## config.mk

```make
export PLATFORM = sky130hd
export DESIGN_NAME = key_action_scheduler
export DESIGN_NICKNAME = d
export VERILOG_FILES = /design/src/rtl/key_action_scheduler.sv
export SDC_FILE = /design/constraint.sdc
export NUM_CORES = 1
export LEC_CHECK = 0
export CAP_MARGIN = 20
export CORE_ASPECT_RATIO = 0.9
export CORE_MARGIN = 5
export CORE_UTILIZATION = 52
export DETAILED_ROUTE_END_ITERATION = 6
export PLACE_DENSITY = 0.8
export SYNTH_ARGS = -nofsm -noshare
export SYNTH_HDL_FRONTEND = slang
export SYNTH_SLANG_ARGS = --single-unit
export TNS_END_PERCENT = 30
```

## constraint.sdc

```tcl
create_clock -name Clock -period 1.9 [get_ports Clock]
set_input_delay 0.19 -clock Clock [delete_from_list [all_inputs] [get_ports Clock]]
set_output_delay 0.19 -clock Clock [all_outputs]
set_load 0.02 [all_outputs]
```

## src/rtl/key_action_scheduler.sv

```systemverilog
// PS/2 byte-stream parser for the dinosaur game: turns make/break codes (with E0/F0
// prefixes) into jump/start pulses and a duck level, with prefix timeout and jump cooldown.
module key_action_scheduler #(
    parameter int unsigned CLOCK_FREQUENCY = 25000000,
    parameter int unsigned TIMEOUT_CYCLES  = 250000,
    parameter int unsigned COOLDOWN_CYCLES = 1250000,
    parameter logic [7:0]  JUMP_CODE       = 8'h29,
    parameter logic [7:0]  JUMP_EXT_CODE   = 8'h75,
    parameter logic [7:0]  DUCK_EXT_CODE   = 8'h72,
    parameter logic [7:0]  START_CODE      = 8'h5A
) (
    input  logic       Clock,
    input  logic       reset,
    input  logic [7:0] key_data,
    input  logic       key_valid,
    output logic       jump_pulse,
    output logic       duck,
    output logic       start_pulse,
    output logic [7:0] last_code
);
    localparam int TO_W = $clog2(TIMEOUT_CYCLES + 1);
    localparam int CD_W = $clog2(COOLDOWN_CYCLES + 1);

    typedef enum logic [1:0] {S_IDLE, S_EXT, S_BRK, S_EXT_BRK} state_t;

    state_t         state_q, state_d;
    logic [TO_W-1:0] to_q, to_d;
    logic [CD_W-1:0] cd_q, cd_d;
    logic           jump_held_q, jump_held_d;
    logic           duck_held_q, duck_held_d;
    logic           start_held_q, start_held_d;
    logic           jp_q, jp_d, sp_q, sp_d, duck_q, duck_d;
    logic [7:0]     last_q, last_d;

    logic done, is_ext, is_brk;
    logic hit_jump, hit_duck, hit_start;

    always_comb begin
        state_d = state_q;
        to_d    = to_q;
        done    = 1'b0;
        is_ext  = 1'b0;
        is_brk  = 1'b0;
        if (key_valid) begin
            // A byte always wins over a timeout expiring in the same cycle.
            to_d = '0;
            unique case (state_q)
                S_IDLE: begin
                    if (key_data == 8'hE0)      state_d = S_EXT;
                    else if (key_data == 8'hF0) state_d = S_BRK;
                    else                        done = 1'b1;
                end
                S_EXT: begin
                    if (key_data == 8'hF0)      state_d = S_EXT_BRK;
                    else if (key_data == 8'hE0) state_d = S_EXT;
                    else begin
                        done    = 1'b1;
                        is_ext  = 1'b1;
                        state_d = S_IDLE;
                    end
                end
                S_BRK, S_EXT_BRK: begin
                    state_d = S_IDLE;
                    if (key_data != 8'hE0 && key_data != 8'hF0) begin
                        done   = 1'b1;
                        is_brk = 1'b1;
                        is_ext = (state_q == S_EXT_BRK);
                    end
                end
                default: state_d = S_IDLE;
            endcase
        end else if (state_q != S_IDLE) begin
            if (to_q == TO_W'(TIMEOUT_CYCLES - 1)) begin
                state_d = S_IDLE;
                to_d    = '0;
            end else begin
                to_d = to_q + TO_W'(1);
            end
        end else begin
            to_d = '0;
        end

        hit_jump  = done & (is_ext ? (key_data == JUMP_EXT_CODE) : (key_data == JUMP_CODE));
        hit_duck  = done & is_ext & (key_data == DUCK_EXT_CODE);
        hit_start = done & ~is_ext & (key_data == START_CODE);

        jump_held_d  = hit_jump  ? ~is_brk : jump_held_q;
        duck_held_d  = hit_duck  ? ~is_brk : duck_held_q;
        start_held_d = hit_start ? ~is_brk : start_held_q;

        // Presses during cooldown still mark the key held, so they are dropped, not queued.
        jp_d = hit_jump & ~is_brk & ~jump_held_q & (cd_q == '0);
        sp_d = hit_start & ~is_brk & ~start_held_q;

        if (jp_d)             cd_d = CD_W'(COOLDOWN_CYCLES - 1);
        else if (cd_q != '0)  cd_d = cd_q - CD_W'(1);
        else                  cd_d = cd_q;

        duck_d = duck_held_d & ~jump_held_d;
        last_d = done ? key_data : last_q;
    end

    always_ff @(posedge Clock) begin
        if (!reset) begin
            state_q      <= S_IDLE;
            to_q         <= '0;
            cd_q         <= '0;
            jump_held_q  <= 1'b0;
            duck_held_q  <= 1'b0;
            start_held_q <= 1'b0;
            jp_q         <= 1'b0;
            sp_q         <= 1'b0;
            duck_q       <= 1'b0;
            last_q       <= 8'h00;
        end else begin
            state_q      <= state_d;
            to_q         <= to_d;
            cd_q         <= cd_d;
            jump_held_q  <= jump_held_d;
            duck_held_q  <= duck_held_d;
            start_held_q <= start_held_d;
            jp_q         <= jp_d;
            sp_q         <= sp_d;
            duck_q       <= duck_d;
            last_q       <= last_d;
        end
    end

    assign jump_pulse  = jp_q;
    assign start_pulse = sp_q;
    assign duck        = duck_q;
    assign last_code   = last_q;
endmodule

```

# [Yosys cells after proc, flatten, opt, wreduce, memory -nomap -nowiden]
# Index checks and enable logic that the tools add are counted.
# W data, S select, Z words.
[op_classes] n_bitwise=18 mux=25 n_reduce_logical=12 add_sub_neg=2 n_eq_ne=13
[op_table] operator="$mux W21" count=2
[op_table] operator="$eq A8 B7 Y1 const B" count=3
[op_table] operator="$logic_not A21 Y1" count=1
[op_table] operator="$reduce_bool A21 Y1" count=1
[op_table] operator="$sub A21 B1 Y21 const B" count=1
[op_table] operator="$add A18 B1 Y18 const B" count=1
[op_table] operator="$eq A18 B18 Y1 const B" count=1
[op_table] operator="$eq A8 B8 Y1 const B" count=2
[op_table] operator="$ne A8 B8 Y1 const B" count=2
[op_table] operator="$mux W1" count=14
[op_table] operator="$mux W2" count=6
[op_table] operator="$and A1 B1 Y1" count=11
[op_table] operator="$eq A8 B6 Y1 const B" count=1
[op_table] operator="$reduce_bool A2 Y1" count=4
[op_table] operator="$not A1 Y1" count=7
[op_table] operator="$pmux W2 S3" count=1
[op_table] operator="$eq A2 B2 Y1 const B" count=2
[op_table] operator="$ne A4 B4 Y1 const B" count=1
[op_table] operator="$reduce_or A2 Y1" count=2
[op_table] operator="$reduce_or A4 Y1" count=1
[op_table] operator="$pmux W1 S3" count=1
[op_table] operator="$reduce_and A3 Y1" count=1
[op_table] operator="$eq A2 B1 Y1 const B" count=1
[op_table] operator="$logic_not A2 Y1" count=1
[op_table] operator="2 further kinds" count=2
[totals] in_bits=11 output_inout_bits=11 wordCells=81 regBits=55

# [Depth between registers and ports, before layout]
# Gate-level depths: netlist (run 1).
[logic_depth] ltp_word=11 ltp_mapped=8 ltp_nobuf=7

# [Worst setup path before layout (run 1)]
# No wires, ideal clock.
[synth_path] path_kind="register to register" startpoint="reg cd_q[0]" endpoint="reg cd_q[9]" arrival_ps=1879 synth_period_minus_slack_ps=1994 path_stages_with_launch=9 n_path_buf=1 slack_ps=-94 required_ps=1785 setup_time_ps=115 cell_sequence="dfxtp_1 inv_1 ha_1 and2b_2 and4_1 clkbuf_8 a2111oi_0 xor2_1 o21a_1"
[synth_between] elab_chain_len=3 elab_cells_between_ends=7 cone_classes="1 x add/sub; 2 x mux; 1 x bitwise; 3 x reduce/logical"
[synth_lines] element="start, declared" line_no="28" rtl="logic [CD_W-1:0] cd_q, cd_d;"
[synth_lines] element="start signal, assigned" line_no="107" rtl="cd_q <= '0;"
[synth_lines] element="start signal, assigned" line_no="118" rtl="cd_q <= cd_d;"
[synth_lines] element="$sub A21 B1 Y21 or $logic_not A21 Y1 (tied branches)" line_no="96, 92"
[synth_lines] element="$mux W21 or $and A1 B1 Y1 (tied branches)" line_no="96, 92"
[synth_lines] element="$mux W21 or $reduce_bool A2 Y1 (tied branches)"
# Parallel ways exist; a longest one is shown, timed or not. The select of a mux whose other input is x is not followed.
# A chain may end at the register's enable or synchronous reset.

# [Final worst setup path (run 1)]
[layout_path] startpoint="reg cd_q[15]" endpoint="reg cd_q[17]"
# Same word-level chain as after synthesis.

==> flow_metrics.py, run 1 <==
metrics = {
    "status": {
        "outcome": "finished, violations left",
        "violations": "setup timing",
    },
    "sta": {
        "min_period_over_period": 1.02,
        "fmax_mhz": 518,
        "period_minus_slack_ns": 1.93,
        "slew_viol_final": 0,
        "clock_skew_ns": 0.00939,
        "max_slew.worst_pin.slew_ns": 0.404,
        "rsz0062_at_grt": "true",
        "setup_violations": 12,
        "finalWorstSetupSlack_ns": -0.0292,
        "relSlewSlack": 0.728,
        "hold_viol": 0,
    },
    "critical_path": {
        "required_ns": 2.11,
        "ff2ff_path_depth": 5,
        "critPathKind": "reg2reg",
        "end_kind": "register",
        "cp_top_family": "simple AND/OR/NAND/NOR gates",
        "crit_slowest_cell": "or4_4",
        "worstReg2RegStart": "cd_q[15]$_SDFFE_PP0N_",
        "crit_buf_inv": 0,
        "reg2reg_to": "cd_q[17]$_SDFFE_PN0P_",
        "max_stage_delay_ns": 0.56,
        "critical_path_depth": 5,
        "cp_cell_sequence": "or4_4 -> or3_4 -> o211ai_4 -> o211ai_1 -> o211a_1",
        "reg2reg_slack_ns": -0.03,
        "cp_max_fo": 5,
        "critPathArrivalTime_ns": 2.14,
        "start_kind": "register",
    },
    "place": {
        "numPortBuffers": 21,
        "dp_hpwl_um": 4130,
        "dp_slack_ns": -0.369,
        "gp_congestion": 0.808,
    },
    "worst_hold_path": {
        "min_to": "last_code[1]$_SDFFE_PN0P_",
        "min_path_cells": 2,
        "min_path_type": "reg2reg",
        "hold_start": "last_code[1]$_SDFFE_PN0P_",
    },
    "final_layout": {
        "final_layout_size_suffix_gt1_frac": 0.254,
        "insertedDiodeCount": 0,
        "final_util": 0.717,
        "final_net_count": 367,
        "syn_to_final_growth_pct": 33.8,
    },
    "global_route": {
        "grt-ovfl-total": 0,
        "grt_pass1_vias": 2189,
        "grt_usage": 0.181,
        "grt_max_degree": 19,
        "grt_pass1_wl_um": 9850,
        "antenna_found_initial": 0,
    },
    "floorplanning": {
        "start_util": 0.536,
        "design.die.area_um2": 6530,
        "ios": 22,
        "fp.coreArea_um2": 4860,
        "dieHeight_um": 77.2,
        "die_x_um": 84.6,
        "fp-row-count": 24,
    },
    "power": {
        "peakVddDrop_uv": 948,
        "p_leak_nw": 1.33,
        "pwr_density_cell_nw_per_um2": 1610,
    },
    "routing": {
        "wl_per_cell_um": 14.0,
        "via_per_inst": 5.24,
        "drt-total-wl_um": 5860,
        "vias": 2201,
        "dr.pass1.iters": 4,
        "drc_errors": 0,
        "postRouteAntennaNets": 0,
        "first_iter_violations": 105,
    },
    "clock_tree": {
        "holdBufCountCts": 0,
        "path_clk_slew_ns": 0.10,
        "cts_tree": "built",
        "cts.path.max_buffers": 2,
        "cts_sinks": 55,
        "h-tree-depth": 2,
        "cts_buffers": 5,
        "clock_latency_ns": 0.31,
        "root_buffer": "clkbuf_8",
    },
    "synthesis": {
        "yosys_most_used_dff": "dfxtp_1",
        "async_reset_ff_frac": 0,
        "yosys_register_bits": 55,
        "synth.net_count": 294,
        "yosysWarnings": 0,
        "ys_types": 54,
        "netlist_instances": 281,
        "synthesis.area_um2": 2610,
        "syn_area_per_cell_um2": 9.27,
        "synth-seq-area-share": 0.422,
        "synth_edf_count": 0,
    },
    "job": {
        "drv_cap": 0,
    },
}
## worst reg2reg max path: cells and delay by family (launching register included)
family	cells	cell delay (ns)
flops	1	0.33
compound gates	3	0.51
simple gates	2	1.00
## metal layers
layer  GRT usage  share of wire  up-vias
li1            -              -     1138
met1       0.227           0.48     1028
met2       0.315           0.48       30
met3      0.0407          0.036        5
met4      0.0411         0.0063        0
met5           0              0        -
## cells by family after synthesis
group | share of synthesized area
mux | 0.0269
simple gates | 0.275
flops | 0.422
buf+inv | 0.0446
compound gates | 0.134
xor+xnor | 0.0874
fa+ha+maj | 0.00960
## worst max-delay path by stage
stage,startpoint,to,slack [ns]
floorplan,cd_q[12]$_SDFFE_PN0P_,cd_q[17]$_SDFFE_PN0P_,-0.05
global placement,key_data[3],cd_q[17]$_SDFFE_PN0P_,-0.27
detailed placement,key_data[3],cd_q[17]$_SDFFE_PN0P_,-0.37
CTS,cd_q[18]$_SDFFE_PP0N_,cd_q[17]$_SDFFE_PN0P_,-0.02
global route,cd_q[18]$_SDFFE_PP0N_,cd_q[16]$_SDFFE_PN0P_,-0.10
finish,cd_q[15]$_SDFFE_PP0N_,cd_q[17]$_SDFFE_PN0P_,-0.03
## repair_timing
item | in CTS | in global routing
gates resized for setup | 19 | 12
pin swaps | 8 | 3
buffers inserted | 4 | 0
gates cloned | 0 | 0
setup endpoints to repair | 22 | 22
## cell usage after synthesis, drive strengths merged, types with 4 or more instances
| cell type | n | area share |
|---|---|---|
| and3 | 5 | 0.012 |
| a21boi | 5 | 0.014 |
| mux2i | 7 | 0.027 |
| nor2b | 9 | 0.022 |
| clkbuf | 5 | 0.019 |
| xnor2 | 13 | 0.044 |
| or4 | 5 | 0.016 |
| xor2 | 13 | 0.044 |
| inv | 12 | 0.017 |
| nand2 | 19 | 0.030 |
| nor2 | 40 | 0.060 |
| nor4 | 4 | 0.014 |
| a21oi | 8 | 0.015 |
| nand3 | 7 | 0.013 |
| a211oi | 4 | 0.012 |
| nand4 | 10 | 0.030 |
| dfxtp | 55 | 0.42 |
| nor3 | 8 | 0.020 |
| o211ai | 4 | 0.017 |
| o21ai | 7 | 0.015 |
## flip-flops by register name, indices dropped and copies added, names as in the netlist
name and flops:
cd_q 21, start_pulse 1, duck_held_q 1, last_code 8, to_q 18, jump_held_q 1, duck 1, state_q 2
start_held_q 1, jump_pulse 1
## layout by cell type, fill, tap and decap left out, drive strengths merged, types with 2 or more instances in the layout
cell type      netlist  layout
a211oi               4       4
a21boi               5       5
a21oi                8       8
a22oi                2       2
a31oi                2       2
and2                 3       3
and3                 5       5
and4                 3       3
and4b                3       3
buf                  2      52
bufinv               0       2
clkbuf               5       5
clkdlybuf4s50        0      21
dfxtp               55      55
ha                   2       2
inv                 12      12
mux2i                7       7
nand2               19      19
nand2b               3       3
nand3                7       7
nand4               10      10
nor2                40      40
nor2b                9       9
nor3                 8       8
nor4                 4       4
o211a                3       3
o211ai               4       4
o21a                 2       2
o21ai                7       7
o31a                 3       3
or3                  3       3
or4                  5       5
xnor2               13      13
xor2                13      13
## power by group
| part | leakage [nW] | internal (mW) | total, mW | switching [mW] |
|---|---|---|---|---|
| Sequential | 0.449 | 1.35 | 1.50 | 0.145 |
| Combinational | 0.814 | 1.71 | 3.20 | 1.49 |
| Clock | 0.0644 | 0.525 | 0.908 | 0.383 |
## through the flow
step / setup TNS [ns] / cells / hold WS (ns) / cell area [um2] / power [mW]
6_report: -0.103 / 420 / 0.464 / 3490 / 5.60
5_1_grt: -1.62 / 420 / 0.499 / 3490 / 5.99
4_1_cts: -0.0449 / 420 / 0.471 / 3420 / 5.49
3_5_place_dp: -5.14 / 408 / 0.457 / 3190 / 4.06
3_3_place_gp: -4.62 / 408 / 0.441 / 3190 / 3.96
2_1_floorplan: -0.149 / 281 / 0.335 / 2610 / 3.14
## layout make-up
type,instances,area (um2)
Inverter,12,45.0
Clock buffer,5,68.8
Clock inverter,3,67.6
Fill cell,367,1380
Multi-Input combinational cell,207,1480
Timing Repair Buffer,73,634
Tap cell,65,81.3
Sequential cell,55,1110
Note: power is estimated with default switching activity, not from simulation.
==> inputs of run 2 (changes only) <==
Settings changed: CAP_MARGIN 20 to 40, PLACE_DENSITY 0.8 to 0.87.
==> run 2 against run 1 <==
Utilization down 0.95 points; critical path depth did not move; sequential power about the same; largest cell class unchanged; clock power barely moved; via count increased by 3.3%; the flow still finishes with violations (setup timing); clock skew rose by 0.0030 ns; sequential share of layout area rose by 0.43 points; total power is 0.61% higher; setup slack improved by 0.016 ns; register-to-register slack improved by 0.02 ns.
==> flow_metrics.py, run 2 (synthesized netlist as in run 1, its figures left out) <==
metrics = {
    "critical_path": {
        "crit_buf_inv": 1,
        "critical_path_depth": 5,
        "critPathArrivalTime_ns": 2.13,
        "crit_slowest_cell": "or4_4",
        "start_kind": "register",
        "ff2ff_path_depth": 5,
        "reg2reg_to": "cd_q[20]$_SDFFE_PN0P_",
        "critPathKind": "reg2reg",
        "cp_cell_sequence": "or4_4 -> buf_6 -> or3_2 -> xnor2_1 -> and3_1",
        "max_stage_delay_ns": 0.56,
        "cp_max_fo": 3,
        "worstReg2RegStart": "cd_q[14]$_SDFFE_PP0N_",
        "cp_top_family": "simple AND/OR/NAND/NOR gates",
        "reg2reg_slack_ns": -0.01,
        "required_ns": 2.12,
        "end_kind": "register",
    },
    "worst_hold_path": {
        "min_path_type": "reg2reg",
        "min_path_cells": 2,
        "hold_start": "last_code[1]$_SDFFE_PN0P_",
        "min_to": "last_code[1]$_SDFFE_PN0P_",
    },
    "sta": {
        "finalWorstSetupSlack_ns": -0.0130,
        "setup_violations": 5,
        "relSlewSlack": 0.668,
        "min_period_over_period": 1.01,
        "hold_viol": 0,
        "hold_slack_ns": 0.471,
        "max_slew.worst_pin.slew_ns": 0.496,
        "slew_viol_final": 0,
        "clock_skew_ns": 0.0124,
        "period_minus_slack_ns": 1.91,
        "rsz0062_at_grt": "true",
        "fmax_mhz": 523,
        "finalSetupTns_ns": -0.0268,
    },
    "final_layout": {
        "final_layout_size_suffix_gt1_frac": 0.233,
        "regMostFlops": "cd_q",
        "final_net_count": 359,
        "syn_to_final_growth_pct": 32.0,
        "fin_cells": 412,
        "largest_reg_flops": 21,
        "final_cell_mix": "dfxtp_1 (51), nor2_1 (37), buf_4 (36)",
        "final_common_cell": "dfxtp_1",
        "insertedDiodeCount": 0,
        "final_util": 0.707,
    },
    "place": {
        "dp_slack_ns": -0.325,
        "numPortBuffers": 21,
        "post-place-cells": 402,
        "gp_congestion": 0.811,
        "dp_hpwl_um": 4230,
    },
    "routing": {
        "dr.pass1.iters": 4,
        "first_iter_violations": 101,
        "drt-total-wl_um": 6030,
        "postRouteAntennaNets": 0,
        "drc_errors": 0,
        "via_per_inst": 5.52,
        "vias": 2273,
        "wl_per_cell_um": 14.6,
    },
    "clock_tree": {
        "clock_latency_ns": 0.32,
        "holdBufCountCts": 0,
        "cts_buffers": 5,
        "cts_tree": "built",
        "cts_sinks": 55,
        "root_buffer": "clkbuf_8",
        "path_clk_slew_ns": 0.10,
        "cts.path.max_buffers": 2,
        "h-tree-depth": 2,
    },
    "power": {
        "peakVddDrop_uv": 1060,
        "pwr_density_cell_nw_per_um2": 1640,
        "swShare": 0.375,
        "internal_power_mw": 3.53,
        "p_leak_nw": 1.29,
        "clock_power_share": 0.160,
        "power_frac_comb": 0.574,
        "power.switching_mw": 2.11,
        "seq_power_share": 0.265,
    },
    "global_route": {
        "grt_pass1_wl_um": 9810,
        "grt-ovfl-total": 0,
        "grt_pass1_vias": 2254,
        "antenna_found_initial": 0,
        "grt_usage": 0.181,
        "grt_max_degree": 19,
    },
    "floorplanning": {
        "dieHeight_um": 77.2,
        "ios": 22,
        "design.die.area_um2": 6530,
        "start_util": 0.536,
        "fp.coreArea_um2": 4860,
        "fp-row-count": 24,
        "die_x_um": 84.6,
    },
    "status": {
        "violations": "setup timing",
        "outcome": "finished, violations left",
    },
    "job": {
        "drv_cap": 0,
    },
}
run 2: cell count changes in the layout (fill, tap and decap cells not counted), moves of 2 or more:
cell and change:
nand2_1 -2, buf_6 -3, nand2_2 +2, buf_4 -7
run 2: per-layer routing:
layer	part of all wire	global-route usage	wire length, um
met5	0	0	0
met4	0.015	0.0649	92
met3	0.040	0.0386	238
met2	0.50	0.323	2980
met1	0.45	0.212	2710
run 2: what timing repair did:
action	in CTS	in global routing
setup buffers	1	1
pin swaps	9	7
endpoints found under the setup margin	22	21
resized for setup	19	14
endpoints found under the hold margin	0	0
run 2: metrics by stage:
step	area, um2	total power [mW]
floorplan	2610	3.14
global placement	3150	3.90
detailed placement	3150	4.00
CTS	3370	5.38
global route	3440	5.92
finish	3440	5.64
run 2: area by class of cell:
| class | count | area, um2 |
|---|---|---|
| multi-input combinational | 207 | 1490 |
| clock inverter | 2 | 60.1 |
| clock buffer | 6 | 72.6 |
| fill | 376 | 1420 |
| sequential | 55 | 1110 |
| tap | 65 | 81.3 |
| timing repair buffer | 65 | 583 |
| inverter | 12 | 45.0 |
run 2: power groups by stage:
| stage | Clock, mW | Combinational, mW | Sequential [mW] |
|---|---|---|---|
| final | 0.905 | 3.24 | 1.50 |
| after global routing | 0.957 | 3.44 | 1.52 |
| after CTS | 0.912 | 2.97 | 1.49 |
| after detailed placement | 0 | 2.49 | 1.51 |
| after global placement | 0 | 2.40 | 1.50 |
| after floorplan | 0 | 1.62 | 1.53 |
run 2: worst max path at each step:
stage,startpoint,to
after global placement,key_data[3],cd_q[19]$_SDFFE_PP0N_
after CTS,cd_q[14]$_SDFFE_PP0N_,cd_q[20]$_SDFFE_PN0P_
after floorplan,cd_q[12]$_SDFFE_PN0P_,cd_q[17]$_SDFFE_PN0P_
final,cd_q[14]$_SDFFE_PP0N_,cd_q[20]$_SDFFE_PN0P_
after global routing,cd_q[18]$_SDFFE_PP0N_,cd_q[10]$_SDFFE_PP0N_
after detailed placement,key_data[3],cd_q[19]$_SDFFE_PP0N_
run 2: tightest hold or removal path, cell delays in order, from the launching register on:
cell	delay, ns
dfxtp_1	0.32
nand2_1	0.05
a21boi_0	0.06
==> inputs of run 3 (changes only) <==
Settings changed: TNS_END_PERCENT 30 to 1.
==> run 3 against run 2 <==
The flow still finishes with violations (setup timing); utilization fell by 0.82 points; cell count fell by 0.24%; critical path type unchanged; sequential power barely moved; clock-buffer cell count did not move; die area did not move; setup slack got worse by 0.043 ns; largest cell class unchanged.
==> flow_metrics.py, run 3 (synthesized netlist as in run 1, its figures left out) <==
metrics = {
    "critical_path": {
        "reg2reg_to": "cd_q[20]$_SDFFE_PN0P_",
        "critPathKind": "reg2reg",
        "start_kind": "register",
        "ff2ff_path_depth": 5,
        "max_stage_delay_ns": 0.56,
        "critPathArrivalTime_ns": 2.16,
        "crit_slowest_cell": "or4_4",
        "required_ns": 2.11,
        "reg2reg_slack_ns": -0.06,
        "cp_cell_sequence": "or4_4 -> buf_6 -> or3_2 -> xnor2_1 -> and3_1",
        "end_kind": "register",
        "cp_max_fo": 3,
        "worstReg2RegStart": "cd_q[12]$_SDFFE_PN0P_",
    },
    "clock_tree": {
        "h-tree-depth": 2,
        "cts.path.max_buffers": 2,
        "clock_latency_ns": 0.31,
        "cts_tree": "built",
        "holdBufCountCts": 0,
        "cts_sinks": 55,
        "root_buffer": "clkbuf_8",
        "path_clk_slew_ns": 0.10,
        "cts_buffers": 5,
    },
    "routing": {
        "drt-total-wl_um": 5980,
        "postRouteAntennaNets": 0,
        "wl_per_cell_um": 14.6,
        "drc_errors": 0,
        "dr.pass1.iters": 4,
        "vias": 2254,
        "first_iter_violations": 102,
        "via_per_inst": 5.48,
    },
    "power": {
        "p_leak_nw": 1.28,
        "internal_power_mw": 3.47,
        "power.switching_mw": 2.05,
        "seq_power_share": 0.271,
        "clock_power_share": 0.162,
        "pwr_density_cell_nw_per_um2": 1620,
        "power_frac_comb": 0.567,
        "swShare": 0.372,
        "peakVddDrop_uv": 954,
    },
    "worst_hold_path": {
        "min_path_cells": 2,
        "min_to": "last_code[1]$_SDFFE_PN0P_",
        "hold_start": "last_code[1]$_SDFFE_PN0P_",
        "min_path_type": "reg2reg",
    },
    "place": {
        "dp_slack_ns": -0.325,
        "numPortBuffers": 21,
        "post-place-cells": 402,
        "dp_hpwl_um": 4230,
        "gp_congestion": 0.811,
    },
    "sta": {
        "slew_viol_final": 0,
        "rsz0062_at_grt": "true",
        "finalWorstSetupSlack_ns": -0.0557,
        "fmax_mhz": 511,
        "clock_skew_ns": 0.0120,
        "max_slew.worst_pin.slew_ns": 0.505,
        "relSlewSlack": 0.662,
        "min_period_over_period": 1.03,
        "finalSetupTns_ns": -0.0942,
        "setup_violations": 9,
        "period_minus_slack_ns": 1.96,
        "hold_viol": 0,
    },
    "floorplanning": {
        "die_x_um": 84.6,
        "ios": 22,
        "fp-row-count": 24,
        "dieHeight_um": 77.2,
        "start_util": 0.536,
        "design.die.area_um2": 6530,
        "fp.coreArea_um2": 4860,
    },
    "status": {
        "outcome": "finished, violations left",
        "violations": "setup timing",
    },
    "global_route": {
        "grt-ovfl-total": 0,
        "grt_pass1_vias": 2239,
        "antenna_found_initial": 0,
        "grt_max_degree": 19,
        "grt_pass1_wl_um": 9800,
        "grt_usage": 0.181,
    },
    "final_layout": {
        "final_net_count": 358,
        "final_common_cell": "dfxtp_1",
        "syn_to_final_growth_pct": 30.5,
        "fin_cells": 411,
        "final_layout_size_suffix_gt1_frac": 0.225,
        "final_cell_mix": "dfxtp_1 (52), nor2_1 (36), buf_4 (35)",
        "regMostFlops": "cd_q",
        "largest_reg_flops": 21,
        "insertedDiodeCount": 0,
    },
    "job": {
        "drv_cap": 0,
    },
}
[run 3: area by class of cell]
cell class                      instances  area [um2]
Sequential cell                        55        1100
Clock buffer                            6        72.6
Inverter                               12        45.0
Tap cell                               65        81.3
Timing Repair Buffer                   64         572
Fill cell                             390        1460
Clock inverter                          2        60.1
Multi-Input combinational cell        207        1470
[run 3: metal layers]
metal  up-vias  share of wire  wire (um)  global-route usage
met3        10          0.037        220              0.0364
met2        46           0.49       2910               0.322
met1      1076           0.46       2770               0.216
met5         -              0          0                   0
li1       1122              -          -                   -
met4         0          0.013         78              0.0601
[run 3: power by group through the flow]
stage | registers, mW | logic (mW) | clock network [mW]
6_report | 1.49 | 3.13 | 0.896
5_1_grt | 1.52 | 3.33 | 0.949
4_1_cts | 1.49 | 2.93 | 0.912
3_5_place_dp | 1.51 | 2.49 | 0
3_3_place_gp | 1.50 | 2.40 | 0
2_1_floorplan | 1.53 | 1.62 | 0
[run 3: repair_timing]
action                                  4_1_cts  5_1_grt
resized for setup                            12       15
endpoints found under the setup margin       22       22
buffers inserted                              1        0
pin swaps                                     7        7
[run 3: worst max path at each step]
stage | cells after the start | startpoint | to
after CTS | 7 | cd_q[18]$_SDFFE_PP0N_ | cd_q[6]$_SDFFE_PN0P_
after global placement | 7 | key_data[3] | cd_q[19]$_SDFFE_PP0N_
after global routing | 8 | cd_q[0]$_SDFFE_PN0P_ | cd_q[11]$_SDFFE_PP0N_
after floorplan | 6 | cd_q[12]$_SDFFE_PN0P_ | cd_q[17]$_SDFFE_PN0P_
final | 5 | cd_q[12]$_SDFFE_PN0P_ | cd_q[20]$_SDFFE_PN0P_
after detailed placement | 7 | key_data[3] | cd_q[19]$_SDFFE_PP0N_
[run 3: through the flow]
step                hold slack, ns  power [mW]  utilization  cell area [um2]
floorplan                    0.335        3.14            -             2610
global placement             0.444        3.90        0.647             3150
detailed placement           0.459        4.00        0.647             3150
CTS                          0.477        5.33        0.687             3340
global route                 0.490        5.80        0.699             3400
finish                       0.471        5.52        0.699             3400
[run 3: critical path: cells and delay by family (launching register included)]
kind / cells / cell delay [ns]
xor+xnor: 1 / 0.14
flops: 1 / 0.33
buf+inv: 1 / 0.15
simple gates: 3 / 1.23
